<file path="src/rtl/instruction_decoder_pkg.sv">
// Shared opcode and FSM state definitions for the fetch/decode pipeline.
// Opcodes are a fixed 8-bit field regardless of datapath width.
package instruction_decoder_pkg;

    typedef enum logic [2:0] {
        IDLE,
        DECODE,
        EXECUTE,
        SHIFT,
        DONE,
        HALT
    } state_t;

    typedef enum logic [7:0] {
        OP_NOP  = 8'h00,
        OP_LDI  = 8'h01,
        OP_ADDI = 8'h02,
        OP_SUBI = 8'h03,
        OP_ANDI = 8'h04,
        OP_ORI  = 8'h05,
        OP_XORI = 8'h06,
        OP_STA  = 8'h07,
        OP_LDA  = 8'h08,
        OP_ADDR = 8'h09,
        OP_SHL  = 8'h0A,
        OP_SHR  = 8'h0B,
        OP_HALT = 8'hFF
    } opcode_t;

    function automatic logic op_defined(input logic [7:0] op);
        return (op <= OP_SHR) || (op == OP_HALT);
    endfunction

    // Every opcode that writes the accumulator also rewrites both flags.
    function automatic logic op_writes_acc(input logic [7:0] op);
        case (op)
            OP_LDI, OP_ADDI, OP_SUBI, OP_ANDI, OP_ORI,
            OP_XORI, OP_LDA, OP_ADDR: return 1'b1;
            default:                  return 1'b0;
        endcase
    endfunction

endpackage

</file>
<file path="src/rtl/instruction_decoder_alu.sv">
// Combinational ALU: one-step result, carry and zero for the current opcode.
// Shift opcodes produce a single-bit shift; the FSM iterates it.
module decoder_alu
    import instruction_decoder_pkg::*;
#(
    parameter int unsigned W = 8
) (
    input  logic [W-1:0] acc_i,
    input  logic [W-1:0] operand_i,
    input  logic [7:0]   opcode_i,
    output logic [W-1:0] result_o,
    output logic         carry_o,
    output logic         zero_o
);

    logic [W:0] sum;

    always_comb begin
        result_o = acc_i;
        carry_o  = 1'b0;
        sum      = {1'b0, acc_i} + {1'b0, operand_i};
        case (opcode_i)
            OP_LDI, OP_LDA:   result_o = operand_i;
            OP_ADDI, OP_ADDR: begin
                result_o = sum[W-1:0];
                carry_o  = sum[W];
            end
            OP_SUBI: begin
                result_o = acc_i - operand_i;
                carry_o  = (operand_i > acc_i);
            end
            OP_ANDI: result_o = acc_i & operand_i;
            OP_ORI:  result_o = acc_i | operand_i;
            OP_XORI: result_o = acc_i ^ operand_i;
            OP_SHL: begin
                result_o = {acc_i[W-2:0], 1'b0};
                carry_o  = acc_i[W-1];
            end
            OP_SHR: begin
                result_o = {1'b0, acc_i[W-1:1]};
                carry_o  = acc_i[0];
            end
            default: result_o = acc_i;
        endcase
        zero_o = (result_o == '0);
    end

endmodule

</file>
<file path="src/rtl/instruction_decoder.sv">
// Accumulator-machine decode/execute FSM with local register file.
// 'byte' is a reserved word, so the datapath width parameter is byte_w.
module instruction_decoder
    import instruction_decoder_pkg::*;
#(
    parameter int unsigned byte_w    = 8,
    parameter int unsigned width_in  = 2 * byte_w,
    parameter int unsigned reg_count = 4
) (
    input  logic                clk,
    input  logic                reset,
    input  logic                start_from_fetch,
    input  logic [width_in-1:0] data_from_fetch,
    output logic                ready_for_fetch,
    output logic [byte_w-1:0]   acc_out,
    output logic                result_valid,
    output logic                carry_flag,
    output logic                zero_flag,
    output logic                illegal_opcode,
    output logic                halted
);

    state_t              state_q, state_d;
    logic [width_in-1:0] instr_q, instr_d;
    logic [byte_w-1:0]   acc_q, acc_d;
    logic [byte_w-1:0]   regs_q [reg_count];
    logic [byte_w-1:0]   regs_d [reg_count];
    logic                carry_q, carry_d, zero_q, zero_d;
    logic                illegal_q, illegal_d, halted_q, halted_d;
    logic                ready_q, ready_d, valid_q, valid_d;
    logic [2:0]          cnt_q, cnt_d;

    logic [7:0]          opcode;
    logic [byte_w-1:0]   operand, alu_operand, alu_result;
    logic [1:0]          ridx;
    logic                alu_carry, alu_zero;

    assign opcode      = instr_q[width_in-1 -: 8];
    assign operand     = instr_q[byte_w-1:0];
    assign ridx        = operand[1:0];
    assign alu_operand = (opcode == OP_LDA || opcode == OP_ADDR) ? regs_q[ridx] : operand;

    decoder_alu #(.W(byte_w)) u_alu (
        .acc_i     (acc_q),
        .operand_i (alu_operand),
        .opcode_i  (opcode),
        .result_o  (alu_result),
        .carry_o   (alu_carry),
        .zero_o    (alu_zero)
    );

    // ready/valid are registered: ready rises one cycle after re-entering IDLE,
    // and the retire pulse appears the cycle after DONE.
    always_comb begin
        state_d   = state_q;
        instr_d   = instr_q;
        acc_d     = acc_q;
        regs_d    = regs_q;
        carry_d   = carry_q;
        zero_d    = zero_q;
        illegal_d = illegal_q;
        halted_d  = halted_q;
        cnt_d     = cnt_q;
        ready_d   = 1'b0;
        valid_d   = 1'b0;
        case (state_q)
            IDLE: begin
                ready_d = 1'b1;
                if (start_from_fetch && ready_q) begin
                    instr_d = data_from_fetch;
                    state_d = DECODE;
                    ready_d = 1'b0;
                end
            end
            DECODE: begin
                if (opcode == OP_SHL || opcode == OP_SHR) begin
                    cnt_d   = operand[2:0];
                    state_d = SHIFT;
                end else if (opcode == OP_HALT) begin
                    halted_d = 1'b1;
                    state_d  = HALT;
                end else begin
                    state_d = EXECUTE;
                end
            end
            EXECUTE: begin
                if (!op_defined(opcode)) begin
                    illegal_d = 1'b1;
                end else if (opcode == OP_STA) begin
                    regs_d[ridx] = acc_q;
                end else if (op_writes_acc(opcode)) begin
                    acc_d   = alu_result;
                    carry_d = alu_carry;
                    zero_d  = alu_zero;
                end
                state_d = DONE;
            end
            SHIFT: begin
                if (cnt_q == 3'd0) begin
                    zero_d  = (acc_q == '0);
                    state_d = DONE;
                end else begin
                    acc_d   = alu_result;
                    carry_d = alu_carry;
                    zero_d  = alu_zero;
                    cnt_d   = cnt_q - 3'd1;
                end
            end
            DONE: begin
                valid_d = 1'b1;
                state_d = IDLE;
            end
            HALT:    state_d = HALT;
            default: state_d = IDLE;
        endcase
    end

    always_ff @(posedge clk) begin
        if (!reset) begin
            state_q   <= IDLE;
            instr_q   <= '0;
            acc_q     <= '0;
            regs_q    <= '{default: '0};
            carry_q   <= 1'b0;
            zero_q    <= 1'b0;
            illegal_q <= 1'b0;
            halted_q  <= 1'b0;
            ready_q   <= 1'b1;
            valid_q   <= 1'b0;
            cnt_q     <= '0;
        end else begin
            state_q   <= state_d;
            instr_q   <= instr_d;
            acc_q     <= acc_d;
            regs_q    <= regs_d;
            carry_q   <= carry_d;
            zero_q    <= zero_d;
            illegal_q <= illegal_d;
            halted_q  <= halted_d;
            ready_q   <= ready_d;
            valid_q   <= valid_d;
            cnt_q     <= cnt_d;
        end
    end

    assign ready_for_fetch = ready_q;
    assign acc_out         = acc_q;
    assign result_valid    = valid_q;
    assign carry_flag      = carry_q;
    assign zero_flag       = zero_q;
    assign illegal_opcode  = illegal_q;
    assign halted          = halted_q;

endmodule

</file>
<file path="config.mk">
export PLATFORM = sky130hd
export DESIGN_NAME = instruction_decoder
export DESIGN_NICKNAME = d
export VERILOG_FILES = /design/src/rtl/instruction_decoder_pkg.sv /design/src/rtl/instruction_decoder_alu.sv /design/src/rtl/instruction_decoder.sv
export SDC_FILE = /design/constraint.sdc
export NUM_CORES = 1
export LEC_CHECK = 0
export CORE_MARGIN = 4
export CORE_UTILIZATION = 25
export DETAILED_ROUTE_END_ITERATION = 8
export PLACE_DENSITY_LB_ADDON = 0.1
export SYNTH_ARGS = -nofsm -noshare
export SYNTH_HDL_FRONTEND = slang
export SYNTH_SLANG_ARGS = --single-unit
</file>
<file path="constraint.sdc">
create_clock -name clk -period 5.89 [get_ports clk]
set_clock_uncertainty 0.15 [all_clocks]
set_input_delay 1.178 -clock clk [delete_from_list [all_inputs] [get_ports clk]]
set_output_delay 1.178 -clock clk [all_outputs]
set_load 0.01 [all_outputs]
</file>
### Word level (Yosys, flattened, before mapping)

Memory sizes are Yosys's and may differ from the RTL's. A register that Yosys moved wholly into a read port is not among the register bits.
Cells that the tools add are included.

* input port bits: 19
* output and inout bits: 14
* bits in read-only memories: 16
* flip-flop bits (word level): 68
* memories kept: 1

* muxes and demuxes: 41
* equality and inequality tests: 24
* reductions and logical operators: 22
* $add $sub $neg: 3
* bitwise operators: 6
* order comparisons: 4

Memories
* (no name shown): words 16, width 1, rd ports 1, clocked after memory_dff 1, write ports 0, RTL line instruction_decoder_pkg.sv:36 `case (op)`

Operator list (number)
* 8-bit 2-to-1 mux: 8
* 8-bit case mux with 8 select lines: 1
* 32-bit bitwise mux: 1
* 8-bit by 3-bit == test with 1-bit output (second input constant): 4
* 8-bit by 4-bit == test with 1-bit output (second input constant): 4
* 3-bit 2-to-1 mux: 6
* 8-bit binary-select mux with 2-bit select: 1
* 8-bit demux with 2-bit select: 1
* 8-bit by 2-bit == test with 1-bit output (second input constant): 2
* 8-bit logical NOT: 2
* 8-bit case mux with 2 select lines: 1
* 1-bit 2-to-1 mux: 15
* 3-bit case mux with 5 select lines: 1
* 2-bit != test (second input constant): 7
* 8-bit by 8-bit adder with 9-bit output: 1
* 3-bit AND reduction: 3
* 8-bit AND: 1
* 8-bit by 1-bit == test with 1-bit output (second input constant): 1
* 8-bit == test (second input constant): 1
* 8-bit greater-than comparator: 1
* 8-bit by 4-bit <= comparator with 1-bit output (second input constant): 1
* 4-bit 2-to-1 mux: 2
* 8-bit bitwise OR: 1
* 8-bit subtractor: 1
* 21 further kinds: 33

### Logic depth before layout (Yosys ltp)

Gate-level depths: netlist (run 1).

* word-level depth: 12
* depth in mapped cells: 15

### Cells and area by module

Synthesis (run 1) repeated with hierarchy kept, for this count alone.

* cell total of the unflattened synthesis: 565
* area, all modules: 4511.8 sq um

By module, submodules not included
* instruction_decoder: times used 1, area an instance 3101.7 sq um, cells an instance 368
* decoder_alu: times used 1, area an instance 1410.1 sq um, cells an instance 197

### Worst setup path after synthesis (run 1)

No wires, ideal clock.

* path kind: flip-flop to flip-flop
* from: reg instr_q[15]
* to: reg zero_q, in the netlist zero_flag
* buffers on the path: 1
* period minus slack after synthesis: 3762 ps
* cell stages (with the launch flop): 16
* library setup time: 84 ps
* arrival: 3528 ps
* setup slack: 2128 ps
* data required time: 5656 ps
* path through: dfxtp_1 -> or4_1 -> buf_2 -> nor3_2 -> a21oi_1 -> a31oi_1 -> ha_1 -> inv_1 -> fa_1 -> and3b_1 -> a211o_1 -> o21ai_0 -> o221ai_1 -> a32oi_1 -> nand4bb_1 -> o31ai_2

* longest elaborated chain between the ends: 10
* elaborated cells between the ends (all ways): 39
* those cells by class: 2 x add/sub; 1 x order compare; 15 x eq/ne; 11 x mux; 3 x bitwise; 7 x reduce/logical

Ends and longest elaborated chain
* from (decl): RTL line instruction_decoder.sv:24 `logic [width_in-1:0] instr_q, instr_d;`
* from (signal assigned): RTL line instruction_decoder.sv:133 `instr_q <= instr_d;`
* 8-bit by 4-bit == test with 1-bit output: RTL line instruction_decoder_alu.sv:22, instruction_decoder.sv:41
* 1-bit logical OR: RTL line instruction_decoder.sv:41 `assign alu_operand = (opcode == OP_LDA || opcode == OP_ADDR) ? regs_q[ridx] : operand;`
* 8-bit 2-to-1 mux: RTL line instruction_decoder.sv:41
* 8-bit subtractor, or another cell as far along: RTL line instruction_decoder_alu.sv:29 `result_o = acc_i - operand_i;`
* 8-bit case mux with 8 select lines: RTL line instruction_decoder_alu.sv:22 `case (opcode_i)`
* 8-bit logical NOT: RTL line instruction_decoder_alu.sv:45 `zero_o = (result_o == '0);`
* 1-bit 2-to-1 mux: RTL line instruction_decoder.sv:91 `end else if (op_writes_acc(opcode)) begin`
* 1-bit 2-to-1 mux: RTL line instruction_decoder.sv:89 `end else if (opcode == OP_STA) begin`
* 1-bit 2-to-1 mux: RTL line instruction_decoder.sv:87 `if (!op_defined(opcode)) begin`
* 1-bit case mux with 2 select lines: RTL line instruction_decoder.sv:66 `case (state_q)`
* to (signal assigned): RTL line instruction_decoder.sv:137 `zero_q <= zero_d;`
* to (decl): RTL line instruction_decoder.sv:28 `logic carry_q, carry_d, zero_q, zero_d;`

Several ways; a longest one is shown, not always the timed one. The select of a mux whose other input is x is not followed.
A chain may end at the register's enable or synchronous reset.

### Worst setup path in the final report (run 1)

* from: reg instr_q[11]
* to: reg zero_q, in the netlist zero_flag

Same word-level chain as after synthesis.

==> results.toml, run 1 <==
[run_status]
status = "finished clean"

[yosys]
syn_nets = 618
ys_warn_count = 0
synth_edf_count = 0
synth-async-reset-ratio_pct = 0
postSynthAreaPerCell_um2 = 8.04
syn_area_um2 = 4590
synth_xor_area_share_pct = 0.763
ys_dominant_reg_cell = "dfxtp_1"
ys_ff_latch = 69
yosysUniqueCellTypes = 70
netlist_instances = 571
synth-adder-area-share_pct = 7.96
synth_seq_area_share_pct = 30.1
yosys-mux-area-fraction_pct = 10.7
synth-simple-area-share_pct = 22.6
synth_top_family_by_area = "simple AND/OR/NAND/NOR gates"
synth-compound-area-share_pct = 21.6

[worst_setup_path]
timing.critical_path.mode_cell = "nor4_1"
worst_ep_required_time_ps = 6010
critPathArrivalTime_ps = 4750
path_buf_inv = 1
rr_worst_depth = 13
cp_max_fo = 17
r2r-end = "zero_flag"
worstSetupPathType = "flip-flop to flip-flop"
cp-start-kind = "flip-flop"
cp_top_family = "simple AND/OR/NAND/NOR gates"
end_kind = "flip-flop"
worstReg2RegStart = "instr_q[11]"
cpPeakStageDelay_ps = 740
crit_chain = "nand2b_1, nor3_2, a21oi_1, a31oi_1, ha_1, inv_1, fa_1, a2111oi_0, nor4_1, nand4_1, nor4_1, nand4bb_1, o31ai_2"
crit_slowest_cell = "dfxtp_1"
r2r_slack_ps = 1270

[sta]
finalMaxSlewViolations = 0
post-route-period-util_pct = 78.5
worst_slew_pin_slew_ps = 1030
hold_violations = 0
setup_viol = 0
max_freq_mhz = 216
setup-tns-final_ps = 0
rsz0062_at_grt = "no"
period_needed_ps = 4620
slew_headroom_pct = 30.8

[hold_path]
hold_start = "instr_q[7]"
holdPathStages = 2
hold_end = "instr_q[7]"
min_path_type = "flip-flop to flip-flop"

[placement]
hpwlAfterDp_um = 11600
routabilityCongestion = 0.920
port_buffers = 32

[drt]
dr_wl_met3_um = 806
viasPerCell = 5.26
drt-initial-drc-count = 385
top_layer_used = "met4"
antenna_left = 0
vias = 4352
dr.pass1.iters = 7
drcViolationCount = 0
drt_wl_total_um = 16100
wl_met1_um = 7630
wl_per_cell_um = 19.5
wl_met2_um = 7240

[finish]
insertedDiodeCount = 0
utilization_pct = 30.5
final_common_cell = "nor2_1"
final_cell_mix = "71 x nor2_1, 69 x dfxtp_1, 57 x a21oi_1, 54 x nand2_1, 36 x inv_1"
fin_nets = 641
areaGrowthSynthToFinish_pct = 19.7
drive_gt1_share_pct = 10.7

[clock_network]
cts.path.max_buffers = 2
cts_resized = 0
htree_levels = 3
cts-root-buf = "clkbuf_16"
clkLatencyLatePin_ps = 350
cts_setup_buffers = 0
clkSlewWorstSetupHoldPaths_ps = 70
ctsHoldBuffers = 0
cts_buffers = 9
cts_tree = "done"
cts_sinks = 69

[global_routing]
grt_max_degree = 43
grt_overflow_total = 0
track_usage_pct = 16.3
grt_pass1_wl_um = 25500
grt_pass1_vias = 4357
grt_antenna_before_repair = 0

[floorplanning]
chipWidth_um = 144
start_util_pct = 25.5
ios = 33
num_rows = 49
core_area_um2 = 18000
die_area_um2 = 20600
fp.dieH_um = 144

[power]
power.density_nw_per_um2 = 261
vdd_drop_max_uv = 175
leakage_nw = 1.97

[run]
cap_violations = 0
## tightest hold or removal path, cell delays in order (launching register included)
cell,delay (ps)
dfxtp_1,310
nand2_1,50
a21oi_1,50
## where the power goes
group,internal (mW),total [mW],leakage (nW),switching (mW)
combinational,0.121,0.318,1.26,0.196
sequential,0.483,0.510,0.559,0.0268
clock,0.375,0.604,0.154,0.229
## cells by family after synthesis
kind of cell | after synthesis
XOR/XNOR | 4
AO/OA/AOI/OAI | 146
buffers and inverters | 72
adder cells (fa/ha/maj) | 28
AND/OR/NAND/NOR | 213
multiplexers | 39
flip-flops | 69
## final cells by class
class | count | area [µm²]
fillers | 2000 | 12500
multi-input cells | 430 | 2930
flip-flops and latches | 69 | 1380
repair buffers | 47 | 433
well taps | 229 | 287
clock buffers | 10 | 229
inverters | 37 | 139
clock inverters | 6 | 93.8
## per-stage QoR
stage | power, mW | instance area [µm²] | setup WS (ps) | cells | hold WS (ps)
after floorplan | 0.724 | 4590 | 2130 | 571 | 284
after global placement | 0.835 | 5170 | 1380 | 812 | 302
after detailed placement | 0.834 | 5170 | 1280 | 812 | 307
after CTS | 1.45 | 5500 | 1250 | 828 | 315
after global routing | 1.51 | 5500 | 937 | 828 | 348
final | 1.43 | 5500 | 1270 | 828 | 312
## flip-flops by register name, summed over array words and instances (netlist names), 3 cells and up, named ones only
name	count
regs_q	32
instr_q	16
acc_out	8
cnt_q	3
state_q	3
## metal layers
layer | track usage, % | vias up
met1 | 22.1 | 2093
met4 | 5.80 | 0
li1 | - | 2092
met3 | 3.89 | 32
met2 | 25.5 | 135
met5 | 0 | -
## how the worst max path moves through the flow
stage | cells past startpoint | endpoint | start | slack [ps]
after floorplan | 15 | zero_flag | instr_q[15] | 2130
after global placement | 13 | zero_flag | instr_q[11] | 1380
after detailed placement | 13 | zero_flag | instr_q[11] | 1280
after CTS | 13 | zero_flag | instr_q[11] | 1250
after global routing | 13 | zero_flag | instr_q[11] | 940
final | 13 | zero_flag | instr_q[11] | 1270
## synthesized netlist by cell type, types with 4 or more instances
library cell / n / area (µm²)
a211oi_1: 6 / 45.0
a21o_1: 6 / 45.0
a21oi_1: 57 / 285
a221oi_1: 4 / 35.0
a22oi_1: 7 / 52.6
a31oi_1: 5 / 31.3
buf_1: 4 / 15.0
clkbuf_1: 27 / 101
dfxtp_1: 69 / 1380
ha_1: 26 / 325
inv_1: 37 / 139
mux2_2: 9 / 101
mux2i_1: 23 / 230
mux4_2: 7 / 158
nand2_1: 54 / 203
nand2b_1: 8 / 50.1
nand3_1: 12 / 60.1
nand3b_1: 5 / 37.5
nand4_1: 5 / 31.3
nor2_1: 71 / 267
nor2b_1: 9 / 56.3
nor3_1: 12 / 60.1
nor3b_1: 4 / 30.0
nor4_1: 9 / 56.3
o21ai_0: 20 / 100
or3_1: 4 / 25.0
(Power assumes the default switching activity.)
==> inputs of run 2 (changes only) <==
==> constraint.sdc (replaced) <==
create_clock -name clk -period 4.3 [get_ports clk]
set_clock_uncertainty 0.15 [all_clocks]
set_input_delay 0.86 -clock clk [delete_from_list [all_inputs] [get_ports clk]]
set_output_delay 0.86 -clock clk [all_outputs]
set_load 0.01 [all_outputs]
==> results.toml, run 2 (synthesized netlist as in run 1, its figures left out) <==
[worst_setup_path]
critPathArrivalTime_ps = 4100
r2r-end = "zero_flag"
worstSetupPathType = "flip-flop to flip-flop"
r2r_slack_ps = 310
cp-start-kind = "flip-flop"
end_kind = "flip-flop"
cp_max_fo = 7
worstReg2RegStart = "instr_q[15]"
rr_worst_depth = 13
worst_ep_required_time_ps = 4410

[drt]
drcViolationCount = 0
antenna_left = 0
vias = 4288
wl_per_cell_um = 19.3
drt-initial-drc-count = 286
wl_met2_um = 7370
top_layer_used = "met4"
wl_met1_um = 7540
dr_wl_met3_um = 866
drt_wl_total_um = 16100
dr.pass1.iters = 5
viasPerCell = 5.13

[floorplanning]
ios = 33
fp.dieH_um = 144
chipWidth_um = 144
start_util_pct = 25.5
die_area_um2 = 20600
num_rows = 49
core_area_um2 = 18000

[finish]
final_cell_mix = "71 x nor2_1, 69 x dfxtp_1, 57 x a21oi_1, 54 x nand2_1, 36 x inv_1"
final_common_cell = "nor2_1"
regMostFlops = "regs_q"
largest_reg_flops = 32
final_cell_area_um2 = 5540
fin_nets = 650
drive_gt1_share_pct = 12.0
areaGrowthSynthToFinish_pct = 20.6
insertedDiodeCount = 0

[clock_network]
htree_levels = 3
cts_sinks = 69
cts_resized = 0
cts_buffers = 9
clkLatencyLatePin_ps = 340
cts-root-buf = "clkbuf_16"
clkSlewWorstSetupHoldPaths_ps = 70
cts_tree = "done"
cts.path.max_buffers = 2
ctsHoldBuffers = 0
cts_setup_buffers = 0

[power]
p_sw_mw = 0.620
intPower_mw = 1.29
vdd_drop_max_uv = 178
leakage_nw = 2.00
seq_power_share_pct = 36.5
power.share.switching_pct = 32.6
power_frac_comb_pct = 23.4
p_clk_share_pct = 40.2
power.density_nw_per_um2 = 344

[global_routing]
track_usage_pct = 15.9
grt_pass1_wl_um = 24800
grt_overflow_total = 0
grt_pass1_vias = 4163
grt_max_degree = 59
grt_antenna_before_repair = 0

[placement]
hpwlAfterDp_um = 12000
port_buffers = 32
routabilityCongestion = 0.915
dpl_cell_area_um2 = 5240

[run_status]
status = "finished clean"

[hold_path]
min_path_type = "flip-flop to flip-flop"
hold_end = "halted"
hold_start = "halted"
holdPathStages = 1

[sta]
max_freq_mhz = 251
post-route-period-util_pct = 92.8
setup_viol = 0
worst_slew_pin_slew_ps = 794
hold_violations = 0
setup-tns-final_ps = 0
slew_headroom_pct = 45.7
rsz0062_at_grt = "no"
finalMaxSlewViolations = 0
period_needed_ps = 3990

[run]
cap_violations = 0
run 2: changes by cell type in the layout (fill, tap and decap cells not counted):
cell / delta
buf_4: +9
bufinv_16: -1
clkbuf_1: -1
clkinvlp_4: +1
run 2: how the worst max path moves through the flow:
stage / slack [ps] / to / startpoint / depth (start not counted)
after global routing: 30 / zero_flag / instr_q[15] / 13
after detailed placement: 350 / zero_flag / instr_q[15] / 13
after global placement: 330 / zero_flag / instr_q[15] / 13
after floorplan: 540 / zero_flag / instr_q[15] / 15
final: 310 / zero_flag / instr_q[15] / 13
after CTS: 330 / zero_flag / instr_q[15] / 13
run 2: layout make-up:
cell class / count / area, µm²
clock inverter: 6 / 71.3
timing repair buffer: 56 / 500
multi-input combinational: 430 / 2930
clock buffer: 9 / 225
sequential: 69 / 1380
inverter: 37 / 139
tap: 229 / 287
fill: 1944 / 12500
run 2: power groups by stage:
stage	Clock [mW]	Sequential (mW)	Combinational (mW)
floorplan	0	0.693	0.299
global placement	0	0.710	0.448
detailed placement	0	0.710	0.442
CTS	0.794	0.696	0.444
global route	0.820	0.699	0.486
finish	0.765	0.695	0.445
run 2: routing by layer:
metal,up-vias,global-route usage (%)
met5,-,0
met4,0,5.20
met3,16,3.26
met2,119,25.1
met1,2043,21.8
li1,2110,-
run 2: per-stage QoR:
step                setup WS [ps]  utilization (%)  power [mW]  hold slack (ps)  cells
floorplan                     538                -       0.992              284    571
global placement              333             29.1        1.16              301    821
detailed placement            347             29.1        1.15              311    821
CTS                           331             30.7        1.93              320    836
global route                 30.9             30.7        2.01              341    836
finish                        312             30.7        1.91              316    836
run 2: critical path, cell delays in order (launching register included):
cell and delay [ps]:
dfxtp_1 330, or4_1 560, nor3_2 240, buf_4 210
mux2_2 370, inv_1 80, ha_1 280, nand3_1 210
a21oi_1 350, o21ai_0 140, and3b_1 190, o41ai_2 390
o2111ai_1 210, o31ai_2 210
